--- src/rtl/core_dmem_bridge.sv ---
// Data-memory bridge between the core pipeline and the bus.
// Handles alignment faults, non-cacheable tagging and bus timeout.
module core_dmem_bridge #(
   parameter int                          NC_REGIONS = 2,
   parameter logic [32*NC_REGIONS-1:0]    NC_BASE    = {32'h0001_0000, 32'h0000_0000},
   parameter logic [32*NC_REGIONS-1:0]    NC_OFFSET  = {32'h0000_0fff, 32'h0000_ffff},
   parameter int                          TIMEOUT    = 255
) (
   input  logic        clk,
   input  logic        rst_n,
   input  logic        dmem_en,
   input  logic        dmem_wen,
   input  logic [2:0]  dmem_size,
   input  logic [31:0] dmem_addr,
   input  logic [31:0] dmem_wdata_delayed,
   output logic        dmem_wait,
   output logic [31:0] dmem_rdata,
   output logic        dmem_badmem_e,
   output logic        d_req_val,
   output logic [31:0] d_req_addr,
   output logic [2:0]  d_req_cop,
   output logic [31:0] d_req_wdata,
   output logic [2:0]  d_req_size,
   input  logic        d_req_ack,
   input  logic [31:0] d_ack_rdata,
   output logic [7:0]  err_cnt
);

   localparam int CW = $clog2(TIMEOUT + 1);

   typedef enum logic [1:0] {
      S_IDLE,
      S_WDATA,
      S_REQ,
      S_ERR
   } state_t;

   state_t          r_state;
   state_t          w_nxt;
   logic [31:0]     r_addr;
   logic [2:0]      r_size;
   logic            r_wen;
   logic            r_nc;
   logic [31:0]     r_wdata;
   logic [31:0]     r_rdata;
   logic [CW-1:0]   r_tcnt;
   logic [CW-1:0]   w_tcnt_inc;
   logic [7:0]      r_err_cnt;
   logic            w_nc;
   logic            w_misal;
   logic            w_tmo;
   logic            w_wait;
   logic            w_accept;
   logic            w_done;

   assign w_accept   = (r_state == S_IDLE) && dmem_en;
   assign w_done     = (r_state == S_REQ) && d_req_ack;
   assign w_tcnt_inc = r_tcnt + 1'b1;
   assign w_tmo      = (w_tcnt_inc == CW'(TIMEOUT));

   // Non-cacheable window match on the incoming address
   always_comb begin
      w_nc = 1'b0;
      for (int i = 0; i < NC_REGIONS; i++) begin
         if ((dmem_addr & ~NC_OFFSET[32*i +: 32]) == NC_BASE[32*i +: 32])
            w_nc = 1'b1;
      end
   end

   // Alignment / illegal-size detection
   always_comb begin
      w_misal = 1'b0;
      case (dmem_size[1:0])
         2'd0:    w_misal = 1'b0;
         2'd1:    w_misal = dmem_addr[0];
         2'd2:    w_misal = |dmem_addr[1:0];
         default: w_misal = 1'b1;
      endcase
   end

   // Next-state and stall decode
   always_comb begin
      w_nxt  = r_state;
      w_wait = 1'b0;
      case (r_state)
         S_IDLE: begin
            if (dmem_en) begin
               w_wait = 1'b1;
               if (w_misal)       w_nxt = S_ERR;
               else if (dmem_wen) w_nxt = S_WDATA;
               else               w_nxt = S_REQ;
            end
         end
         S_WDATA: begin
            w_wait = 1'b1;
            w_nxt  = S_REQ;
         end
         S_REQ: begin
            if (d_req_ack) begin
               w_nxt = S_IDLE;
            end else begin
               w_wait = 1'b1;
               if (w_tmo) w_nxt = S_ERR;
            end
         end
         S_ERR:   w_nxt = S_IDLE;
         default: w_nxt = S_IDLE;
      endcase
   end

   // State register
   always_ff @(posedge clk or negedge rst_n) begin
      if (!rst_n) r_state <= S_IDLE;
      else        r_state <= w_nxt;
   end

   // Request capture and delayed store data
   always_ff @(posedge clk or negedge rst_n) begin
      if (!rst_n) begin
         r_addr  <= '0;
         r_size  <= '0;
         r_wen   <= 1'b0;
         r_nc    <= 1'b0;
         r_wdata <= '0;
      end else begin
         if (w_accept) begin
            r_addr <= dmem_addr;
            r_size <= dmem_size;
            r_wen  <= dmem_wen;
            r_nc   <= w_nc;
         end
         if (r_state == S_WDATA)
            r_wdata <= dmem_wdata_delayed;
      end
   end

   // Bus timeout counter, zero outside REQ
   always_ff @(posedge clk or negedge rst_n) begin
      if (!rst_n)                               r_tcnt <= '0;
      else if (r_state == S_REQ && !d_req_ack)  r_tcnt <= w_tcnt_inc;
      else                                      r_tcnt <= '0;
   end

   // Last completed load value
   always_ff @(posedge clk or negedge rst_n) begin
      if (!rst_n)                r_rdata <= '0;
      else if (w_done && !r_wen) r_rdata <= d_ack_rdata;
   end

   // Saturating fault counter, bumped on ERR entry
   always_ff @(posedge clk or negedge rst_n) begin
      if (!rst_n)
         r_err_cnt <= '0;
      else if (w_nxt == S_ERR && r_state != S_ERR && r_err_cnt != 8'hFF)
         r_err_cnt <= r_err_cnt + 8'd1;
   end

   assign dmem_wait     = w_wait;
   assign dmem_rdata    = w_done ? d_ack_rdata : r_rdata;
   assign dmem_badmem_e = (r_state == S_ERR);
   assign d_req_val     = (r_state == S_REQ);
   assign d_req_addr    = r_addr;
   assign d_req_cop     = {1'b0, r_nc, r_wen};
   assign d_req_wdata   = r_wdata;
   assign d_req_size    = r_size;
   assign err_cnt       = r_err_cnt;

endmodule

--- config.mk ---
export PLATFORM = sky130hd
export DESIGN_NAME = core_dmem_bridge
export DESIGN_NICKNAME = d
export VERILOG_FILES = /design/src/rtl/core_dmem_bridge.sv
export SDC_FILE = /design/constraint.sdc
export NUM_CORES = 1
export LEC_CHECK = 0
export ABC_AREA = 1
export BUFFER_PORTS_ARGS = -buffer_cell sky130_fd_sc_hd__buf_4
export CAP_MARGIN = 5
export CORE_ASPECT_RATIO = 1.25
export CORE_MARGIN = 4
export CORE_UTILIZATION = 52
export DETAILED_ROUTE_END_ITERATION = 10
export PLACE_DENSITY = 0.94
export SLEW_MARGIN = 10
export SYNTH_ARGS = -nofsm -noshare
export SYNTH_HDL_FRONTEND = slang
export SYNTH_SLANG_ARGS = --single-unit
--- constraint.sdc ---
create_clock -name clk -period 3.8 [get_ports clk]
set_clock_uncertainty 0.15 [all_clocks]
set_input_delay 0.19 -clock clk [delete_from_list [all_inputs] [get_ports clk]]
set_output_delay 0.19 -clock clk [all_outputs]
set_load 0.02 [all_outputs]
* Word-level counts from Yosys, hierarchy flattened
Index checks and enable logic that the tools add are counted.
Widths: inputs -> output; s select.
** Cells by class
- Add/sub/neg operators :: 2
- Equality and inequality tests :: 10
- Muxes and demuxes :: 14
- Reduce and logical (&&, ||, !) cells :: 12
** Operators by type and width (count)
- $logic_not 32->1 :: 1
- $mux 32 :: 1
- $eq 20x5->1 const B :: 1
- $add 8x1->8 const B :: 2
- $mux 2 :: 5
- $eq 2x2->1 const B :: 4
- $eq 8x8->1 const B :: 1
- $mux 8 :: 1
- $ne 8x8->1 const B :: 1
- $pmux 2 s4 :: 1
- $logic_and 1x1->1 :: 6
- $pmux 1 s3 :: 2
- $eq 2x1->1 const B :: 2
- $logic_not 2->1 :: 2
- $mux 1 :: 4
- $logic_not 1->1 :: 2
- $ne 2x2->1 const B :: 1
- $reduce_or 2->1 :: 1
** Word-level totals
- Bits in registers :: 119
- Input port bits :: 104
- Output and inout port bits :: 113
- Logic and storage cells :: 47

* Longest topological paths before layout
Gate-level depths: netlist of run 1.
- Depth in word-level cells :: 8
- Depth in mapped cells :: 12
- Mapped depth without buffers :: 12

* Worst setup path after synthesis of run 1
OpenSTA, ideal clock, no wires.
- Path kind :: register to output
- Start :: register r_state[0]
- End :: output dmem_rdata[0]
- Arrival :: 1.596 ns
- Required time :: 3.460 ns
- Path slack :: 1.864 ns
- Stages on the path, launching flop included :: 6
- Buffers on the path :: 2
- Cell sequence :: dfrtp_1 -> nor2_2 -> nand2_1 -> buf_2 -> clkbuf_1 -> o21ai_0
** On the way
- Word-level cells in the longest chain between the ends :: 3
** RTL lines
- start, declared :: line 38 : state_t r_state;
- start signal, assigned :: line 114 : else r_state <= w_nxt;
- $eq 2x2->1
- net d_req_val :: line 19 : output logic d_req_val,
- $logic_and 1x1->1 :: line 57 : assign w_done = (r_state == S_REQ) && d_req_ack;
- $mux 32 :: line 159 : assign dmem_rdata = w_done ? d_ack_rdata : r_rdata;
- end, declared :: line 17 : output logic [31:0] dmem_rdata,
The timed path passes the listed nets, and every way through them passes these cells.

* Worst setup path in the final report of run 1
- Start :: register r_state[0]
- End :: register r_nc
** On the way
- Word-level cells in the longest chain between the ends :: 2
** RTL lines
- $logic_not 2->1 :: line 56 : assign w_accept = (r_state == S_IDLE) && dmem_en;
- $logic_and 1x1->1 :: line 56
- end signal, assigned :: line 130 : r_nc <= w_nc;
- end, declared :: line 43 : logic r_nc;
Every way passes these cells.
A chain may end at the register's enable or synchronous reset.

==> results of run 1 <==
## layout make-up
type / instances / area, um^2
inverter: 62 / 233
fill: 447 / 1500
multi-input combinational: 366 / 2020
clock buffer: 22 / 454
clock inverter: 10 / 128
sequential: 119 / 2980
tap: 129 / 161
timing repair buffer: 323 / 2680
antenna: 1 / 2.50
## report_power, final
part,total (W),internal [W],switching (W)
sequential,0.00221,0.00182,0.000395
combinational,0.00322,0.00133,0.00189
clock,0.00160,0.00104,0.000560
## worst min path at each step
stage / from / endpoint / slack, ns / depth (start not counted)
floorplan: rst_n / d_req_addr[0] / -0.26 / 0
global placement: rst_n / r_rdata[4] / 0.16 / 1
detailed placement: rst_n / r_rdata[6] / 0.18 / 1
CTS: d_req_ack / r_tcnt[1] / 0.04 / 4
global route: d_req_ack / r_tcnt[2] / 0.08 / 4
finish: d_req_ack / r_tcnt[7] / 0.08 / 4
## critical path: cells and delay by family (launching register included)
kind	cells	cell delay (ns)
simple gates	2	0.51
flops	1	0.42
buf+inv	3	1.39
compound gates	1	0.20
## per-stage QoR
stage          total power, W  setup slack, ns  area, um^2  hold slack, ns  cells
2_1_floorplan         0.00387             1.86        5410          -0.256    575
3_3_place_gp          0.00500             1.43        7060           0.157    897
3_5_place_dp          0.00515             1.31        7060           0.179    897
4_1_cts               0.00684             1.23        8660          0.0443   1031
5_1_grt               0.00736            0.943        8660          0.0849   1032
6_report              0.00704             1.04        8660          0.0774   1032
## state kept, by name, summed over array words and instances, names as in the netlist
signal,count
d_req_addr,32
d_req_size,3
d_req_wdata,32
err_cnt,8
r_nc,1
r_rdata,32
r_state,2
r_tcnt,8
r_wen,1
## kinds of logic after synthesis
logic type / Yosys count / share of synthesized area (%)
simple gates: 239 / 19.0
other cells: 1 / 0.0693
buf+inv: 90 / 7.52
fa+ha+maj: 3 / 0.694
compound gates: 86 / 10.2
mux: 32 / 6.66
xor+xnor: 5 / 0.810
flops: 119 / 55.1
## per-layer routing
| layer | vias up | share of wire [%] | track usage [%] |
|---|---|---|---|
| met5 | - | 0 | 0 |
| met4 | 0 | 5.5 | 18.9 |
| met3 | 101 | 8.8 | 10.0 |
| met2 | 395 | 51 | 57.4 |
| met1 | 2683 | 35 | 36.2 |
| li1 | 2448 | - | - |
## placed cells by master, fill, tap and decap left out, drive strengths merged, types with 2 or more instances in the layout
cell           n
dlygate4sd3  102
nor4           2
inv           62
mux2          32
nand2        193
ha             3
bufinv         3
buf          221
dfrtp        119
clkbuf        22
xor2           4
nand4          2
nor2          18
a21oi          2
nand3         21
o21ai         81
clkinv         6
==> results by group, run 1 <==
Power
  • Leak: approximately 4.5 nW
  • Max VDD drop: 0.533 mV
  • P per Cell Area: 812 mW/mm^2

Clock network
  • CTS tree: yes
  • CTS sink cnt: around 120
  • CTS H-tree lvls: 4
  • Post-CTS Resized: 0
  • Cts bufs inserted: 17
  • CTS root buffer: clkbuf_16
  • Clock Path Buffers: 2
  • # hold bufs at CTS: between 100 and 150
  • Post-CTS setup buffers: 0
  • Clock Latency Late Sink: between 0.4 and 0.5 ns
  • Clk pin slew, worst setup/hold paths: 0.06 ns

Routing
  • Via density: ~5.5
  • Final ANT Viol Nets: 0
  • Avg WL per Cell: 19.1 um
  • Post-Route WL: around 20000 um
  • DR DRC count: 0
  • Vias post-DR: about 5600
  • Pre-antenna DRT Iters: 5
  • Drt initial violations: ~460

Timing
  • FMAX: ~360 MHz
  • Slew @ Worst Pin: between 0.8 and 0.9 ns
  • Final Hold Fails: 0
  • TNS Setup: 0 ns
  • Setup-failing EPs final: 0
  • Tcrit/Tclk final: between 70% and 80%
  • Slew HR: a little under half
  • Unrepaired setup endpoints after global routing: false
  • Final Critical Period: about 2.8 ns
  • Count of pins over their slew limit: 0

Layout
  • Fraction of layout cells with a size suffix above 1: 36.7%
  • Layout net count: about 1000
  • Area Overhead vs Synth: 60.1%
  • Final design utilization: a little under nine tenths

Worst setup path
  • R2r worst-path depth: 6
  • WP data required: between 3 and 4 ns
  • Critical Path Sink: r_nc
  • Reg2reg setup slack: roughly 1.0 ns
  • Arrival @ worst endpoint: around 3 ns
  • Kind of critical path: register to register
  • Crit-path slowest cell: inv_1
  • Crit path max fanout: 24
  • Reg2reg end: r_nc
  • CP peak stage delay: 0.71 ns
  • Crit-path cells: inv_2 > nand3_2 > inv_1 > nand3_1 > o21ai_0 > dlygate4sd3_1
  • Crit. End Element: register
  • Crit path launch type: register
  • Worst Setup SP: r_state[0]
  • Reg2reg start: r_state[0]

Synth
  • Flops & latches, synth: around 120
  • Sequential share of the synthesized area: 55.1%
  • Post-Synthesis Cells: between 500 and 600
  • Primary FF master, synth: dfrtp_1
  • Area of the mapped netlist: around 0.0054 mm^2
  • Top cells by count, synth: nand2_1 (188), dfrtp_1 (119), inv_1 (60)
  • YS warnings: 0
  • Synth top area cells: dfrtp_1 (55%), nand2_1 (13%), mux2_2 (6.7%)
  • Syn Area/Cell: 9.41 um^2
  • Post-synth top area share: 55.1%
  • Leading cell type by number of instances after synthesis: nand2_1
  • Post-synthesis net count: about 680
  • Count of cell types in the netlist: 34
  • Area leader, netlist: dfrtp_1
  • FFs w/ async S/R, synth: 100%
  • EDFF count, synth: 0

Floorplanning
  • # IOs: around 220
  • Core Area: roughly 0.010 mm^2
  • Chip width: a little under 100 um
  • Chip Height: between 100 and 150 um
  • Initial Util: between 50% and 60%
  • Site Rows: 41
  • Die ar.: approximately 0.012 mm^2

Place
  • Final GP Congestion: around 0.85
  • DP HPWL: around 11000 um
  • Port buffer count: ~220

GRT
  • Overall routing resource usage: 33.3%
  • Vias in the first global route: roughly 6100
  • First-pass GRT wire length: 30900 um
  • Total gr overflow: 0
  • Initial antenna violation count: 1
  • Largest net degree at the start of global routing: 66

Hold path
  • Hold Crit Class: input port to register

Run status
  • Status: complete, no violations

Flow run
  • Maxcap violations: 0
Note: power is estimated with default switching activity, not from simulation.
==> inputs of run 2 (changes only) <==
--- a/config.mk
+++ b/config.mk
@@ -10,9 +10,9 @@
 export CAP_MARGIN = 5
 export CORE_ASPECT_RATIO = 1.25
 export CORE_MARGIN = 4
-export CORE_UTILIZATION = 52
+export CORE_UTILIZATION = 44
 export DETAILED_ROUTE_END_ITERATION = 10
-export PLACE_DENSITY = 0.94
+export PLACE_DENSITY = 0.86
 export SLEW_MARGIN = 10
 export SYNTH_ARGS = -nofsm -noshare
 export SYNTH_HDL_FRONTEND = slang
==> constraint.sdc (replaced) <==
create_clock -name clk -period 2.37 [get_ports clk]
set_clock_uncertainty 0.15 [all_clocks]
set_input_delay 0.1185 -clock clk [delete_from_list [all_inputs] [get_ports clk]]
set_output_delay 0.1185 -clock clk [all_outputs]
set_load 0.02 [all_outputs]
==> run 2 against run 1 <==
Global-route usage is 9.4 points lower. Cell area is 1.6% higher. Flip-flop and latch count unchanged. Final cell count grew 3.6%. Clock power grew 66%. Core utilization decreased by 13 points. Hold slack better by 0.043 ns. Total power increased by 58%. Register-to-register slack worse by 0.53 ns. Largest power group unchanged. Highest routed layer unchanged.
==> results by group, run 2 (synthesis results as in run 1) <==
Run status
  • Status: complete, no violations

Routing
  • Avg WL per Cell: about 15 um
  • Drt initial violations: 370
  • Pre-antenna DRT Iters: 5
  • Via density: about 4.7
  • DR DRC count: 0
  • Vias post-DR: ~5100
  • Post-Route WL: roughly 16000 um
  • Final ANT Viol Nets: 0

GRT
  • First-pass GRT wire length: roughly 27000 um
  • Total gr overflow: 0
  • Initial antenna violation count: 1
  • Largest net degree at the start of global routing: 75
  • Overall routing resource usage: a little under a quarter
  • Vias in the first global route: between 5000 and 6000

Worst setup path
  • Reg2reg start: r_state[0]
  • R2r worst-path depth: 6
  • Arrival @ worst endpoint: 1.82 ns
  • WP data required: roughly 2.1 ns
  • Crit path launch type: register
  • Critical Path Sink: dmem_rdata[11]
  • Crit. End Element: primary output
  • Reg2reg end: r_rdata[0]
  • Worst Setup SP: r_state[1]
  • Reg2reg setup slack: 0.51 ns
  • Kind of critical path: register to primary output
  • Crit path max fanout: 64

Clock network
  • Cts bufs inserted: 17
  • Post-CTS setup buffers: 0
  • CTS H-tree lvls: 4
  • Clk pin slew, worst setup/hold paths: roughly 0.050 ns
  • CTS root buffer: clkbuf_16
  • CTS tree: yes
  • CTS sink cnt: about 120
  • Clock Latency Late Sink: around 0.40 ns
  • Clock Path Buffers: 2

Flow run
  • Maxcap violations: 0

Layout
  • Commonest cells after routing, fill and taps aside: buf_4 (221), nand2_1 (188), dfrtp_1 (119)
  • FILL cells: 834
  • Reg area: 0.00298 mm^2
  • Layout net count: 1000
  • Multi-input gate area: a little over 0.002 mm^2
  • Fraction of layout cells with a size suffix above 1: 37.2%
  • Commonest non-fill, non-tap cell in the layout: buf_4
  • Area Overhead vs Synth: 62.7%

Timing
  • Final Critical Period: 2.09 ns
  • Count of pins over their slew limit: 0
  • Slew @ Worst Pin: 0.591 ns
  • Slew HR: around 61%
  • TNS Setup: 0 ns
  • Setup-failing EPs final: 0
  • Tcrit/Tclk final: between 80% and 90%
  • Unrepaired setup endpoints after global routing: false
  • Hold_ws: 0.121 ns
  • Final Hold Fails: 0
  • FMAX: 478 MHz

Floorplanning
  • Site Rows: 45
  • Chip Height: between 100 and 150 um
  • Core Area: roughly 0.012 mm^2
  • # IOs: between 200 and 250
  • Initial Util: between 40 and 50%
  • Die ar.: between 0.01 and 0.015 mm^2
  • Chip width: between 100 and 150 um

Place
  • Final GP Congestion: roughly 0.82
  • Port buffer count: between 200 and 250
  • DP HPWL: 10000 um

Power
  • Clock share of power: 23.9%
  • Sw Share: about two fifths
  • Logic pwr share: between 40% and 50%
  • Psw: between 0.004 and 0.005 W
  • Int Power: slightly below 0.007 W
  • Seq pwr share: 31.1%
  • Max VDD drop: 0.760 mV
  • P per Cell Area: around 1300 mW/mm^2
  • Leak: 4.55 nW

Hold path
  • Min-Delay Startpoint: dmem_en
  • Hold Crit Class: input port to register
[run 2: changes by cell type in the layout (fill, tap and decap cells not counted), sizes merged]
cell         change
dlygate4sd3      +1
clkinvlp         +1
clkinv           -3
buf              +3
[run 2: cell type report]
cell class                 instances  area share [%]
antenna                            1          0.0284
inverter                          62            2.65
sequential                       119            33.8
clock inverter                     8            1.37
timing repair buffer             327            31.2
clock buffer                      22            5.62
tap                              164            2.33
multi-input combinational        366            23.0
[run 2: per-stage QoR]
step | setup WS, ns | cell area (um^2) | instances | util, % | power [W]
CTS | 0.236 | 8790 | 1068 | 72.6 | 0.0111
detailed placement | 0.512 | 7150 | 935 | 59.0 | 0.00827
global route | 0.125 | 8800 | 1069 | 72.7 | 0.0117
global placement | 0.578 | 7150 | 935 | 59.0 | 0.00809
floorplan | 0.505 | 5410 | 575 | - | 0.00620
finish | 0.277 | 8800 | 1069 | 72.7 | 0.0111
[run 2: worst min path at each step]
stage                     slack [ns]  cells after the start              to
after floorplan                -0.33                      0   d_req_addr[0]
after global placement         -0.18                      1  d_req_addr[12]
after detailed placement       -0.18                      1  d_req_addr[12]
after CTS                       0.11                      5   d_req_addr[5]
after global routing            0.14                      5   d_req_addr[8]
final                           0.12                      5   d_req_size[2]
[run 2: per-layer routing]
metal	wire, um	track usage, %	up-vias
met1	5970	26.3	2354
li1	-	-	2452
met3	1140	7.40	50
met4	658	11.9	0
met2	8620	41.1	216
met5	0	0	-
[run 2: timing repair]
| item | CTS | global route |
|---|---|---|
| endpoints found under the setup margin | 0 | 1 |
| resized for setup | 0 | 1 |
| hold buffers | 103 | 0 |
| hold endpoints to repair | 228 | 0 |
[run 2: power by group through the flow]
stage	clock network (W)	registers (W)	logic (W)
2_1_floorplan	0	0.00410	0.00210
3_3_place_gp	0	0.00340	0.00469
3_5_place_dp	0	0.00345	0.00482
4_1_cts	0.00268	0.00343	0.00496
5_1_grt	0.00278	0.00355	0.00538
6_report	0.00265	0.00345	0.00500
[run 2: critical path, stage by stage, from the launching register on]
cell,delay [ns]
dfrtp_1,0.40
inv_2,0.09
nor2_2,0.04
nand2_1,0.08
buf_6,0.34
nand2_1,0.11
o21ai_0,0.13
buf_4,0.21
==> inputs of run 3 (changes only) <==
--- a/config.mk
+++ b/config.mk
@@ -12,6 +12,7 @@
 export CORE_MARGIN = 4
 export CORE_UTILIZATION = 44
 export DETAILED_ROUTE_END_ITERATION = 10
+export MAX_ROUTING_LAYER = met4
 export PLACE_DENSITY = 0.86
 export SLEW_MARGIN = 10
 export SYNTH_ARGS = -nofsm -noshare
==> run 3 against run 2 <==
Non-clock buffer count is the same. Routed wire length up 0.27%. Sequential power barely moved. Hold slack lost 0.0014 ns. Combinational power about the same. First-iteration DRC count increased by 8.4%. Fmax grew 0.79%. Clock power is essentially flat. Die area unchanged. Total power hardly changed. Largest power group unchanged.
==> results by group, run 3 (synthesis results as in run 1) <==
Power
  • Seq pwr share: between 30% and 40%
  • Int Power: 0.00686 W
  • P per Cell Area: ~1300 mW/mm^2
  • Leak: around 4.6 nW
  • Psw: 0.00425 W
  • Max VDD drop: around 0.76 mV
  • Clock share of power: between 20% and 30%
  • Logic pwr share: a little under half
  • Sw Share: roughly two fifths

Floorplanning
  • Initial Util: between 40 and 50%
  • Chip width: 107 um
  • Site Rows: between 40 and 50
  • Die ar.: about 0.014 mm^2
  • # IOs: between 200 and 250
  • Core Area: approximately 0.012 mm^2
  • Chip Height: 132 um

Layout
  • Fraction of layout cells with a size suffix above 1: between 30% and 40%
  • Layout net count: 1000
  • Commonest non-fill, non-tap cell in the layout: buf_4
  • Commonest cells after routing, fill and taps aside: buf_4 (221), nand2_1 (188), dfrtp_1 (119)
  • Post-Layout Cell Count: 1069
  • Area Overhead vs Synth: 62.7%

Timing
  • Slew @ Worst Pin: around 0.6 ns
  • TNS Setup: 0 ns
  • Slew HR: 60.8%
  • Setup-failing EPs final: 0
  • FMAX: ~480 MHz
  • Count of pins over their slew limit: 0
  • Unrepaired setup endpoints after global routing: false
  • Final Hold Fails: 0
  • Final Critical Period: around 2.1 ns
  • Tcrit/Tclk final: ~88%

Run status
  • Status: complete, no violations

Worst setup path
  • Crit path max fanout: 64
  • Worst Setup SP: r_state[1]
  • Crit. End Element: primary output
  • Crit path launch type: register
  • Kind of critical path: register to primary output
  • Arrival @ worst endpoint: 1.81 ns
  • WP data required: 2.10 ns
  • Reg2reg start: r_state[0]

Clock network
  • Clock Path Buffers: 2
  • CTS H-tree lvls: 4
  • CTS root buffer: clkbuf_16
  • Post-CTS setup buffers: 0
  • Clock Latency Late Sink: ~0.40 ns
  • Cts bufs inserted: 17
  • CTS sink cnt: 119
  • CTS tree: yes
  • Clk pin slew, worst setup/hold paths: around 0.050 ns

Routing
  • Avg WL per Cell: roughly 15 um
  • Drt initial violations: approximately 400
  • Final ANT Viol Nets: 0
  • Post-Route WL: 16400 um
  • Vias post-DR: slightly above 5000
  • Via density: ~4.7
  • DR DRC count: 0
  • Pre-antenna DRT Iters: 6

GRT
  • Largest net degree at the start of global routing: 75
  • Vias in the first global route: approximately 5500
  • First-pass GRT wire length: 26800 um
  • Initial antenna violation count: 1
  • Overall routing resource usage: ~25%
  • Total gr overflow: 0

Place
  • Cell Count Post-Placement: 935
  • DP HPWL: between 10000 and 15000 um
  • Port buffer count: between 200 and 250
  • Final GP Congestion: 0.833

Hold path
  • Hold Crit Class: input port to register
  • Min-Delay Startpoint: dmem_en

Flow run
  • Maxcap violations: 0
## run 3: critical path, stage by stage, from the launching register on
cell     delay, ns
dfrtp_1       0.40
inv_2         0.09
nor2_2        0.04
nand2_1       0.08
buf_6         0.34
nand2_1       0.10
o21ai_0       0.13
buf_4         0.21
## run 3: power groups by stage
stage          combinational [W]  sequential (W)  clock (W)
6_report                 0.00500         0.00345    0.00265
5_1_grt                  0.00538         0.00355    0.00278
4_1_cts                  0.00496         0.00343    0.00268
3_5_place_dp             0.00482         0.00345          0
3_3_place_gp             0.00469         0.00340          0
2_1_floorplan            0.00210         0.00410          0
## run 3: area by class of cell
type / count / area (um^2)
diodes: 1 / 2.50
clock buffers: 22 / 494
clock inverters: 8 / 120
fillers: 834 / 3310
inverters: 62 / 233
multi-input cells: 366 / 2020
flip-flops and latches: 119 / 2980
well taps: 164 / 205
repair buffers: 327 / 2740
## run 3: through the flow
step                total power (W)  area [um^2]  worst slack [ns]  utilization, %  hold slack, ns
finish                       0.0111         8800             0.293            72.7           0.119
global route                 0.0117         8800             0.122            72.7           0.137
CTS                          0.0111         8790             0.236            72.6           0.106
detailed placement          0.00827         7150             0.512            59.0          -0.182
global placement            0.00809         7150             0.578            59.0          -0.181
floorplan                   0.00620         5410             0.505               -          -0.327
## run 3: per-layer routing
layer  global-route usage [%]  vias up  routed length, um
met3                     5.88       50               1000
li1                         -     2451                  -
met1                     27.3     2349               6070
met4                     11.9        0                665
met2                     41.0      218               8700
met5                        -        -                  0
## run 3: final timing paths
check	to	slack, ns	cells after the start
max	dmem_rdata[11]	0.29	7
min	d_req_size[2]	0.12	5
max reg2reg	r_rdata[0]	0.50	6
min reg2reg	d_req_addr[19]	0.33	2
max in group asynchronous	d_req_addr[15]	1.05	3
min in group asynchronous	d_req_size[0]	0.16	3
## run 3: what timing repair did
item | CTS | global route
setup endpoints to repair | 0 | 1
hold buffers | 103 | 0
gates resized for setup | 0 | 1
endpoints found under the hold margin | 228 | 0
